[src/rtl/fetch_pkg.sv]
// Shared definitions for the fetch/decode instruction queue.
// Holds the queue state encoding, the default datapath widths and the
// canonical RISC-V NOP word (addi x0,x0,0) used when building stimulus.
package fetch_pkg;

  localparam int INSTR_W_DEF = 32;
  localparam int PC_W_DEF    = 32;

  localparam logic [31:0] NOP = 32'h0000_0013;

  // Program lifecycle as seen by the queue.
  typedef enum logic [1:0] {
    S_IDLE  = 2'd0,  // out of reset, nothing fetched yet
    S_RUN   = 2'd1,  // fetch is streaming instructions in
    S_DRAIN = 2'd2,  // fetch finished; only dequeues remain
    S_DONE  = 2'd3   // everything handed to decode; held until reset
  } fq_state_t;

endpackage

[src/rtl/fetch_queue.sv]
// fetch_queue: program-ordered {pc, instruction} buffer between Fetch and
// Decode. Fetch advances its PC only on enq_valid && enq_ready, so Decode
// stalls back-pressure fetch without losing instructions. The queue also
// tracks end-of-program so Decode can rely on deq_valid alone.
//
// Ports:
//   clk, reset            rising-edge clock, synchronous active-high reset
//   enq_valid/instr/pc    instruction offered by Fetch
//   enq_ready             queue accepts the offered instruction this cycle
//   fetch_done            level: Fetch has reached the end of the program
//   deq_valid/instr/pc    head entry presented to Decode (zero when empty)
//   deq_ready             Decode consumes the head this cycle
//   flush                 discard all entries (redirect)
//   count                 number of occupied entries
//   drained               sticky: whole program handed to Decode
module fetch_queue
  import fetch_pkg::*;
#(
  parameter int DEPTH   = 8,
  parameter int INSTR_W = INSTR_W_DEF,
  parameter int PC_W    = PC_W_DEF
) (
  input  logic                       clk,
  input  logic                       reset,
  input  logic                       enq_valid,
  input  logic [INSTR_W-1:0]         enq_instr,
  input  logic [PC_W-1:0]            enq_pc,
  output logic                       enq_ready,
  input  logic                       fetch_done,
  output logic                       deq_valid,
  output logic [INSTR_W-1:0]         deq_instr,
  output logic [PC_W-1:0]            deq_pc,
  input  logic                       deq_ready,
  input  logic                       flush,
  output logic [$clog2(DEPTH+1)-1:0] count,
  output logic                       drained
);

  localparam int CNT_W = $clog2(DEPTH + 1);
  localparam int PTR_W = $clog2(DEPTH);
  localparam logic [CNT_W-1:0] FULL = CNT_W'(DEPTH);

  logic [INSTR_W-1:0] instr_mem [DEPTH];
  logic [PC_W-1:0]    pc_mem    [DEPTH];

  logic [PTR_W-1:0] head_q, tail_q;
  logic [CNT_W-1:0] count_q, count_next;
  fq_state_t        state_q, state_next;

  logic accepting;
  logic enq_fire, deq_fire, flush_eff;

  // Once the program is complete the queue is frozen, so a late redirect
  // cannot reopen it.
  assign flush_eff = flush && (state_q != S_DONE);
  assign accepting = (state_q == S_IDLE) || (state_q == S_RUN);

  // Full blocks enqueue outright, even if a dequeue frees a slot this cycle;
  // this keeps enq_ready independent of deq_ready.
  assign enq_ready = (count_q != FULL) && accepting && !flush;
  assign deq_valid = (count_q != '0) && !flush && (state_q != S_DONE);

  assign enq_fire = enq_valid && enq_ready;
  assign deq_fire = deq_valid && deq_ready;

  assign deq_instr = (count_q != '0) ? instr_mem[head_q] : '0;
  assign deq_pc    = (count_q != '0) ? pc_mem[head_q]    : '0;
  assign count     = count_q;
  assign drained   = (state_q == S_DONE);

  always_comb begin
    // NOTE: every signal written here gets a default first, so no path can
    // leave it unassigned and infer a latch.
    count_next = count_q;
    if (flush_eff) begin
      count_next = '0;
    end else begin
      case ({enq_fire, deq_fire})
        2'b10:   count_next = count_q + 1'b1;
        2'b01:   count_next = count_q - 1'b1;
        default: count_next = count_q;
      endcase
    end
  end

  always_comb begin
    state_next = state_q;
    case (state_q)
      S_IDLE: begin
        if (enq_fire)        state_next = S_RUN;
        else if (fetch_done) state_next = S_DRAIN;  // empty program
      end
      S_RUN: begin
        // An instruction accepted alongside fetch_done is still kept.
        if (fetch_done) state_next = S_DRAIN;
      end
      S_DRAIN: begin
        if (count_next == '0) state_next = S_DONE;
      end
      S_DONE:  state_next = S_DONE;
      default: state_next = S_IDLE;
    endcase
  end

  // NOTE: all state below uses non-blocking assignments so every register
  // samples pre-edge values regardless of statement order.
  always_ff @(posedge clk) begin
    if (reset) begin
      state_q <= S_IDLE;
      count_q <= '0;
      head_q  <= '0;
      tail_q  <= '0;
    end else begin
      state_q <= state_next;
      count_q <= count_next;
      if (flush_eff) begin
        head_q <= '0;
        tail_q <= '0;
      end else begin
        if (deq_fire) head_q <= head_q + 1'b1;  // wraps DEPTH-1 -> 0
        if (enq_fire) tail_q <= tail_q + 1'b1;
      end
    end
  end

  // NOTE: the entry array is deliberately not reset; count gates every read
  // so stale contents are never observed, and the array stays plain flops/RAM.
  always_ff @(posedge clk) begin
    if (enq_fire) begin
      instr_mem[tail_q] <= enq_instr;
      pc_mem[tail_q]    <= enq_pc;
    end
  end

endmodule

[config.mk]
export PLATFORM = sky130hd
export DESIGN_NAME = fetch_queue
export DESIGN_NICKNAME = d
export VERILOG_FILES = /design/src/rtl/fetch_pkg.sv /design/src/rtl/fetch_queue.sv
export SDC_FILE = /design/constraint.sdc
export NUM_CORES = 1
export LEC_CHECK = 0
export BUFFER_PORTS_ARGS = -buffer_cell sky130_fd_sc_hd__buf_2
export CORE_ASPECT_RATIO = 0.8
export CORE_MARGIN = 2
export CORE_UTILIZATION = 60
export CTS_CLUSTER_DIAMETER = 40
export DETAILED_ROUTE_END_ITERATION = 12
export PLACE_DENSITY = 0.84
export SKIP_LAST_GASP = 1
export SYNTH_ARGS = -nofsm -noshare
export SYNTH_HDL_FRONTEND = slang
export SYNTH_SLANG_ARGS = --single-unit
[constraint.sdc]
create_clock -name clk -period 11.03 [get_ports clk]
set_clock_uncertainty 0.05 [all_clocks]
set_input_delay 1.103 -clock clk [delete_from_list [all_inputs] [get_ports clk]]
set_output_delay 1.103 -clock clk [all_outputs]
set_load 0.05 [all_outputs]
* Yosys cells after proc, flatten, opt, wreduce, memory -nomap -nowiden
Memory sizes are Yosys's and may differ from the RTL's. A register that Yosys moved wholly into a read port is not among the register bits.
Index checks and enable logic that the tools add are counted.
** Word-level totals
- Input port bits :: 70
- Memories :: 2
- Output and inout bits :: 71
- Word-level logic and storage cells :: 45
- RAM bits :: 512
- Register bits after elaboration :: 12
** Memories
- instr_mem :: words 8, width 32, rd ports 1, clocked after Yosys merged registers in 1, wr ports 1, RTL line fetch_queue.sv:43 : logic [INSTR_W-1:0] instr_mem [DEPTH];
- pc_mem :: words 8, width 32, rd ports 1, clocked after Yosys merged registers in 1, wr ports 1, RTL line fetch_queue.sv:44 : logic [PC_W-1:0] pc_mem [DEPTH];
** Operators by class
- Reductions and logical operators :: 13
- Equality and inequality tests :: 8
- Muxes and demuxes :: 14
- $add $sub $neg :: 4
** Operator list (number)
- 32-bit 2-to-1 mux :: 2
- 3-bit 2-to-1 mux :: 4
- 2-bit one-hot mux with 4 select lines :: 1
- 4-bit one-hot mux with 2 select lines :: 1
- 1-bit logical AND :: 7
- 3-bit by 1-bit adder with 3-bit output (second input constant) :: 2
- 2-bit == test (second input constant) :: 3
- 2-bit 2-to-1 mux :: 3
- 4-bit by 1-bit adder with 4-bit output (second input constant) :: 1
- 2-bit by 1-bit == test with 1-bit output (second input constant) :: 2
- 4-bit logical NOT :: 1
- 4-bit 2-to-1 mux :: 1
- 2-bit inequality test (second input constant) :: 2
- 4-bit inequality test (second input constant) :: 1
- 4-bit nonzero test :: 1
- 4-bit by 1-bit subtractor with 4-bit output (second input constant) :: 1
- 2-bit logical NOT :: 1
- 1-bit 2-to-1 mux :: 2
- 2-bit OR reduction :: 1
- 1-bit logical NOT :: 1
- 1-bit logical OR :: 1

* Depth between registers and ports, before layout
Gate-level depths: netlist (run 1).
- Word-level depth :: 11
- Gate-level depth with buffers :: 13
- Mapped depth without buffers :: 13

* Worst setup path before layout (run 1)
OpenSTA, ideal clock, no wires.
- Kind :: in2reg
- From :: input flush
- To :: memory instr_mem[0][0] (netlist bit), enable pin
- Data arrival time :: 7952 ps
- Stages :: 3
- Slack :: 2384 ps
- Buffers on the path :: 0
- Library setup time :: 644 ps
- Data required time :: 10336 ps
- Path through :: a211oi_4 -> nand2_4 -> nor4_1
** On the way
- Longest elaborated chain between the ends :: 5
** Ends and longest elaborated chain
- start, declared :: RTL line fetch_queue.sv:34 : input logic flush,
- 1-bit logical NOT :: RTL line fetch_queue.sv:60 : assign enq_ready = (count_q != FULL) && accepting && !flush;
- 1-bit logical AND :: RTL line fetch_queue.sv:60
- 1-bit logical AND :: RTL line fetch_queue.sv:63 : assign enq_fire = enq_valid && enq_ready;
- 1-bit 2-to-1 mux :: RTL line fetch_queue.sv:129 : if (enq_fire) begin
- 1-bit 2-to-1 mux (not written as such) :: RTL line fetch_queue.sv:130 : instr_mem[tail_q] <= enq_instr;
- end, declared :: RTL line fetch_queue.sv:43
Every way passes these cells.

==> summary.md, run 1 <==
| Metric | Value |
|---|---|
| CP delay by family, top | `buffers and inverters` |
| Core Region | `32800 um^2` |
| Clock tree sinks | `527` |
| Netlist Area Pre-Place | `20100 um^2` |
| Gr usage total | `22.8%` |
| Power density cells | `175 nW/um^2` |
| Min-Delay Path Class | `reg2reg` |
| Initial antenna violation count | `6` |
| Slew headroom | `24.9%` |
| Utilization after layout | `70.1%` |
| Crit path max fanout | `66` |
| First-pass GRT wire length | `59100 um` |
| Grt ovf | `0` |
| Hold buffers post-CTS | `0` |
| Final setup violating endpoints | `0` |
| Crit-path slowest cell | `dfxtp_4` |
| Compound-Gate Fraction of Synth Area | `0.534%` |
| FP Rows | `59` |
| Net count after synthesis | `980` |
| Mapped Cells | `905` |
| CTS buffer count | `51` |
| I/O pin count | `141` |
| Layout area overhead | `14.2%` |
| Post-synth cell types | `29` |
| Post-DP HPWL | `19800 um` |
| Register area share after synthesis | `77.8%` |
| Area of the multi-input gates | `4300 um^2` |
| RSZ-0062 raised after global routing | `no` |
| Crit-path cells | `buf_4 -> mux4_2 -> mux2i_1 -> nor2_1 -> buf_2` |
| Highest-count cells in the layout ignoring fill and taps | `edfxtp_1 (512), buf_2 (140), mux4_2 (128), nor2_1 (76), mux2i_1 (66)` |
| Worst Setup End Kind | `output pin` |
| Yosys warns | `0` |
| 1st-iter DRT viols | `739` |
| Sequential cell area | `15700 um^2` |
| 1st-pass router iterations | `5` |
| Post-synthesis register bit count | `527` |
| Largest family of logic cells by synthesized area | `multiplexers` |
| Worst path buffer plus inverter count | `2` |
| H-tree depth | `2` |
| Fin Setup TNS | `0 ns` |
| Post_cts resized | `0` |
| Min Tclk post-route | `4.58 ns` |
| Slowest cell delay on critical path | `0.92 ns` |
| Final Hold Fails | `0` |
| Die width | `209 um` |
| Worst-Skew Late Latency | `0.56 ns` |
| Critical path data required time | `9.88 ns` |
| Wirelength per Cell | `25.1 um` |
| Fill cell count | `1949` |
| Outcome | `finished clean` |
| Die area | `35000 um^2` |
| Initial Utilization | `61.4%` |
| FMAX | `0.218 GHz` |
| Mean area per synthesized cell | `22.2 um^2` |
| Total wire length | `38700 um` |
| Post-Synth Adder-Cell Area | `0.311%` |
| DRT antenna net count | `0` |
| Slew Viols, Final | `0` |
| Vias in the first global route | `9921` |
| CTS tree | `done` |
| WP data arrival | `3.43 ns` |
| Fraction of layout cells with a size suffix above 1 | `33.3%` |
| Post-synthesis mux area share | `17.6%` |
| Post-Synth Simple-Gate Area | `2.28%` |
| Most common cell after layout, fill and taps aside | `edfxtp_1` |
| Die height | `168 um` |
| Vias per cell | `6.04` |
| Residual DRC | `0` |
| Nets | `1147` |
| Worst setup SP type | `flip-flop` |
| Crit path kind | `reg2out` |
| VDD IR max | `0.148 mV` |
| Least-Margin Pin Slew | `1.12 ns` |
| Vias | `9323` |
| Synth Area in XOR/XNOR | `0.348%` |
| IO buf count | `140` |
| # Max-Cap Violations | `0` |
| Largest net degree at the start of global routing | `67` |
| Clock-pin transition on the worst setup and hold timing paths | `0.06 ns` |
| Clk buf depth | `3` |
| Root Buffer | `clkbuf_16` |
| Post-CTS Setup Bufs | `0` |
| P_leak | `0.00735 uW` |
| GPL Wtd Cong | `0.755` |
| Period utilization | `41.5%` |
[through the flow]
| step | cell area [um^2] | setup slack [ns] | hold WS, ns | total power, uW | cells |
|---|---|---|---|---|---|
| 3_5_place_dp | 21400 | 6.97 | 0.431 | 2390 | 1446 |
| 3_3_place_gp | 21400 | 7.00 | 0.418 | 2380 | 1446 |
| 4_1_cts | 23000 | 6.36 | 0.440 | 4050 | 1537 |
| 2_1_floorplan | 20100 | 2.38 | 0.404 | 2330 | 905 |
| 6_report | 23000 | 6.45 | 0.438 | 4010 | 1543 |
| 5_1_grt | 23000 | 6.17 | 0.459 | 4140 | 1538 |
[report_power, final]
part,total [uW],switching (uW),internal [uW],leakage (uW)
Combinational,129,91.4,37.7,0.00184
Sequential,2210,5.73,2210,0.00474
Clock,1670,695,974,0.000769
[sequential cells by signal, indices dropped and copies added (netlist names), named ones only]
name / flops
head_q: 3
tail_q: 3
pc_mem: 256
state_q: 2
count: 4
instr_mem: 256
[layout make-up]
class                   count  area share, %
inverters                   3         0.0490
clock buffers              70           6.05
repair buffers            159           3.67
diodes                      6         0.0653
well taps                 427           2.32
multi-input cells         330           18.7
clock inverters            21          0.931
flip-flops and latches    527           68.2
[Yosys cell counts, drive strengths merged]
library cell	number	area (um^2)
a211o	1	10.0
a211oi	1	20.0
a21o	2	15.0
a21oi	6	30.0
a311oi	1	8.76
a31o	1	8.76
buf	34	165
clkbuf	11	41.3
dfxtp	15	300
edfxtp	512	15400
ha	5	62.6
inv	3	11.3
mux2i	66	661
mux4	128	2880
nand2	9	41.3
nand2b	2	12.5
nand3	6	30.0
nor2	79	297
nor2b	3	18.8
nor3	6	40.0
nor4	2	12.5
o21ai	3	15.0
or2b	1	7.51
xor2	8	70.1
[worst min-delay path, stage by stage (launching register included)]
cell     delay [ns]
dfxtp_1        0.32
nand2_1        0.06
a21oi_1        0.07
[metal layers]
layer | track usage (%) | up-vias | wire length (um) | part of all wire (%)
met2 | 38.1 | 271 | 19700 | 51
met1 | 31.5 | 4895 | 16100 | 42
met4 | 5.84 | 4 | 751 | 1.9
li1 | - | 4090 | - | -
met3 | 4.76 | 63 | 2070 | 5.3
met5 | 0 | - | 22 | 0.057
[path summary, 6_finish.rpt]
path	start	end	slack, ns	depth (start not counted)
max	flip-flop	deq_pc[13]	6.45	5
min	head_q[1]$_SDFFE_PP0N_	flip-flop	0.44	2
max reg2reg	count[1]$_SDFF_PP0_	instr_mem[6][2]$_DFFE_PP_	7.62	5
min reg2reg	head_q[1]$_SDFFE_PP0N_	flip-flop	0.44	2
[logic make-up (layout without fill, tap and decap cells)]
family                     count (synthesis)  in the layout
AOI/OAI and AO/OA                         15             15
xor gates and xnor gates                   8              8
adders and majority gates                  5              5
buffers and inverters                     48            253
DFF                                      527            527
muxes                                    194            194
other                                      0              6
and+or+nand+nor                          108            108
Note: power is estimated with default switching activity, not from simulation.
==> inputs of run 2 (changes only) <==
Clock period 11.03 ns to 4.5 ns, I/O delays scaled along.
==> summary.md, run 2 (synthesis results as in run 1) <==
| Metric | Value |
|---|---|
| Outcome | `finished clean` |
| Vias | `9479` |
| Fin Setup TNS | `0 ns` |
| 1st-iter DRT viols | `851` |
| Clk buf depth | `3` |
| Vias per cell | `6.14` |
| Final setup violating endpoints | `0` |
| Min Tclk post-route | `3.38 ns` |
| Largest net degree at the start of global routing | `65` |
| Most common cell after layout, fill and taps aside | `edfxtp_1` |
| VDD IR max | `0.373 mV` |
| Hold buffers post-CTS | `0` |
| Crit-path cells | `buf_4 -> mux4_2 -> mux2i_1 -> nor2_1 -> buf_2` |
| Total power | `10200 uW` |
| Min-Delay Path Class | `in2reg` |
| CTS tree | `done` |
| Highest-count cells in the layout ignoring fill and taps | `edfxtp_1 (512), buf_2 (140), mux4_2 (128), nor2_1 (76), mux2i_1 (66)` |
| Vias in the first global route | `10100` |
| Critical path data required time | `4.00 ns` |
| GPL Wtd Cong | `0.747` |
| Period utilization | `75.0%` |
| Worst Setup End Kind | `output pin` |
| Wirelength per Cell | `25.6 um` |
| Slew Viols, Final | `0` |
| WP data arrival | `2.88 ns` |
| Power density cells | `437 nW/um^2` |
| Die area | `35000 um^2` |
| M3 GR Usage | `4.46%` |
| Post_cts resized | `0` |
| Root Buffer | `clkbuf_16` |
| 1st-pass router iterations | `6` |
| FMAX | `0.296 GHz` |
| Crit path kind | `reg2out` |
| Core Region | `32800 um^2` |
| Top Usage Layer GRT | `met2` |
| Nets | `1145` |
| First-pass GRT wire length | `60000 um` |
| Met1 GRT Util | `31.5%` |
| Sequential cell area | `15700 um^2` |
| Initial antenna violation count | `9` |
| FP Rows | `59` |
| Worst-Skew Late Latency | `0.56 ns` |
| Gr usage total | `23.1%` |
| Post-DP HPWL | `20900 um` |
| Residual DRC | `0` |
| Die width | `209 um` |
| Final Hold Fails | `0` |
| Fill cell count | `1918` |
| Area of the multi-input gates | `4330 um^2` |
| Layout area overhead | `15.5%` |
| Initial Utilization | `61.4%` |
| Met2 usage | `39.3%` |
| Fraction of layout cells with a size suffix above 1 | `34.3%` |
| Total wire length | `39600 um` |
| Crit-path slowest cell | `dfxtp_4` |
| I/O pin count | `141` |
| Post-CTS Setup Bufs | `0` |
| CTS buffer count | `50` |
| Crit path max fanout | `23` |
| Least-Margin Pin Slew | `1.13 ns` |
| IO buf count | `140` |
| P_leak | `0.00744 uW` |
| Slew headroom | `24.7%` |
| RSZ-0062 raised after global routing | `no` |
| H-tree depth | `2` |
| Clock-pin transition on the worst setup and hold timing paths | `0.06 ns` |
| Grt ovf | `0` |
| # Max-Cap Violations | `0` |
| Slowest cell delay on critical path | `0.68 ns` |
| Die height | `168 um` |
| Clock tree sinks | `527` |
| Worst setup SP type | `flip-flop` |
| DRT antenna net count | `0` |
## run 2: cell types whose count changed in the layout (fill, tap and decap cells not counted), sizes merged
cell	change
inv	+1
clkinvlp	+1
bufinv	+5
clkinv	+3
buf	-1
clkbuf	-9
## run 2: critical path, delay by kind of cell (launching register included)
kind	cells	cell delay (ns)
buffers and inverters	2	0.75
AND/OR/NAND/NOR	1	0.12
flip-flops	1	0.68
multiplexers	2	0.77
## run 2: stage by stage
step	utilization, %	hold slack, ns	instances	worst slack [ns]	instance area (um^2)
floorplan	-	0.404	905	-0.651	20200
global placement	65.5	0.421	1445	1.66	21500
detailed placement	65.5	0.418	1445	1.58	21500
CTS	70.9	0.0151	1537	1.03	23200
global route	70.9	0.0244	1539	0.880	23200
finish	70.9	0.0386	1543	1.12	23300
## run 2: routing by layer
layer  vias to the layer above  part of all wire [%]
li1                       4091                     -
met1                      4944                    40
met4                         6                   1.7
met2                       377                    52
met5                         -                 0.091
met3                        61                   6.5
## run 2: path summary, 6_finish.rpt
check / startpoint / end / slack [ns] / cells past startpoint
hold / removal: reset / state_q[1]$_SDFFE_PP0P_ / 0.04 / 2
hold reg to reg: head_q[1]$_SDFFE_PP0N_ / flip-flop / 0.43 / 2
setup reg to reg: count[1]$_SDFF_PP0_ / state_q[0]$_SDFFE_PP0P_ / 1.56 / 11
setup / recovery: flip-flop / deq_pc[11] / 1.12 / 5
## run 2: layout make-up
class                      count  share of cell area (%)
sequential                   527                    67.5
multi-input combinational    330                    18.6
clock buffer                  61                    5.83
timing repair buffer         158                    3.92
tap                          427                    2.30
clock inverter                31                    1.75
antenna                        6                  0.0646
inverter                       3                  0.0484
## run 2: report_power, final
part	internal (uW)	switching (uW)	leakage, uW
clock network	2670	1750	0.000856
registers	5410	14.5	0.00474
logic	92.1	230	0.00184
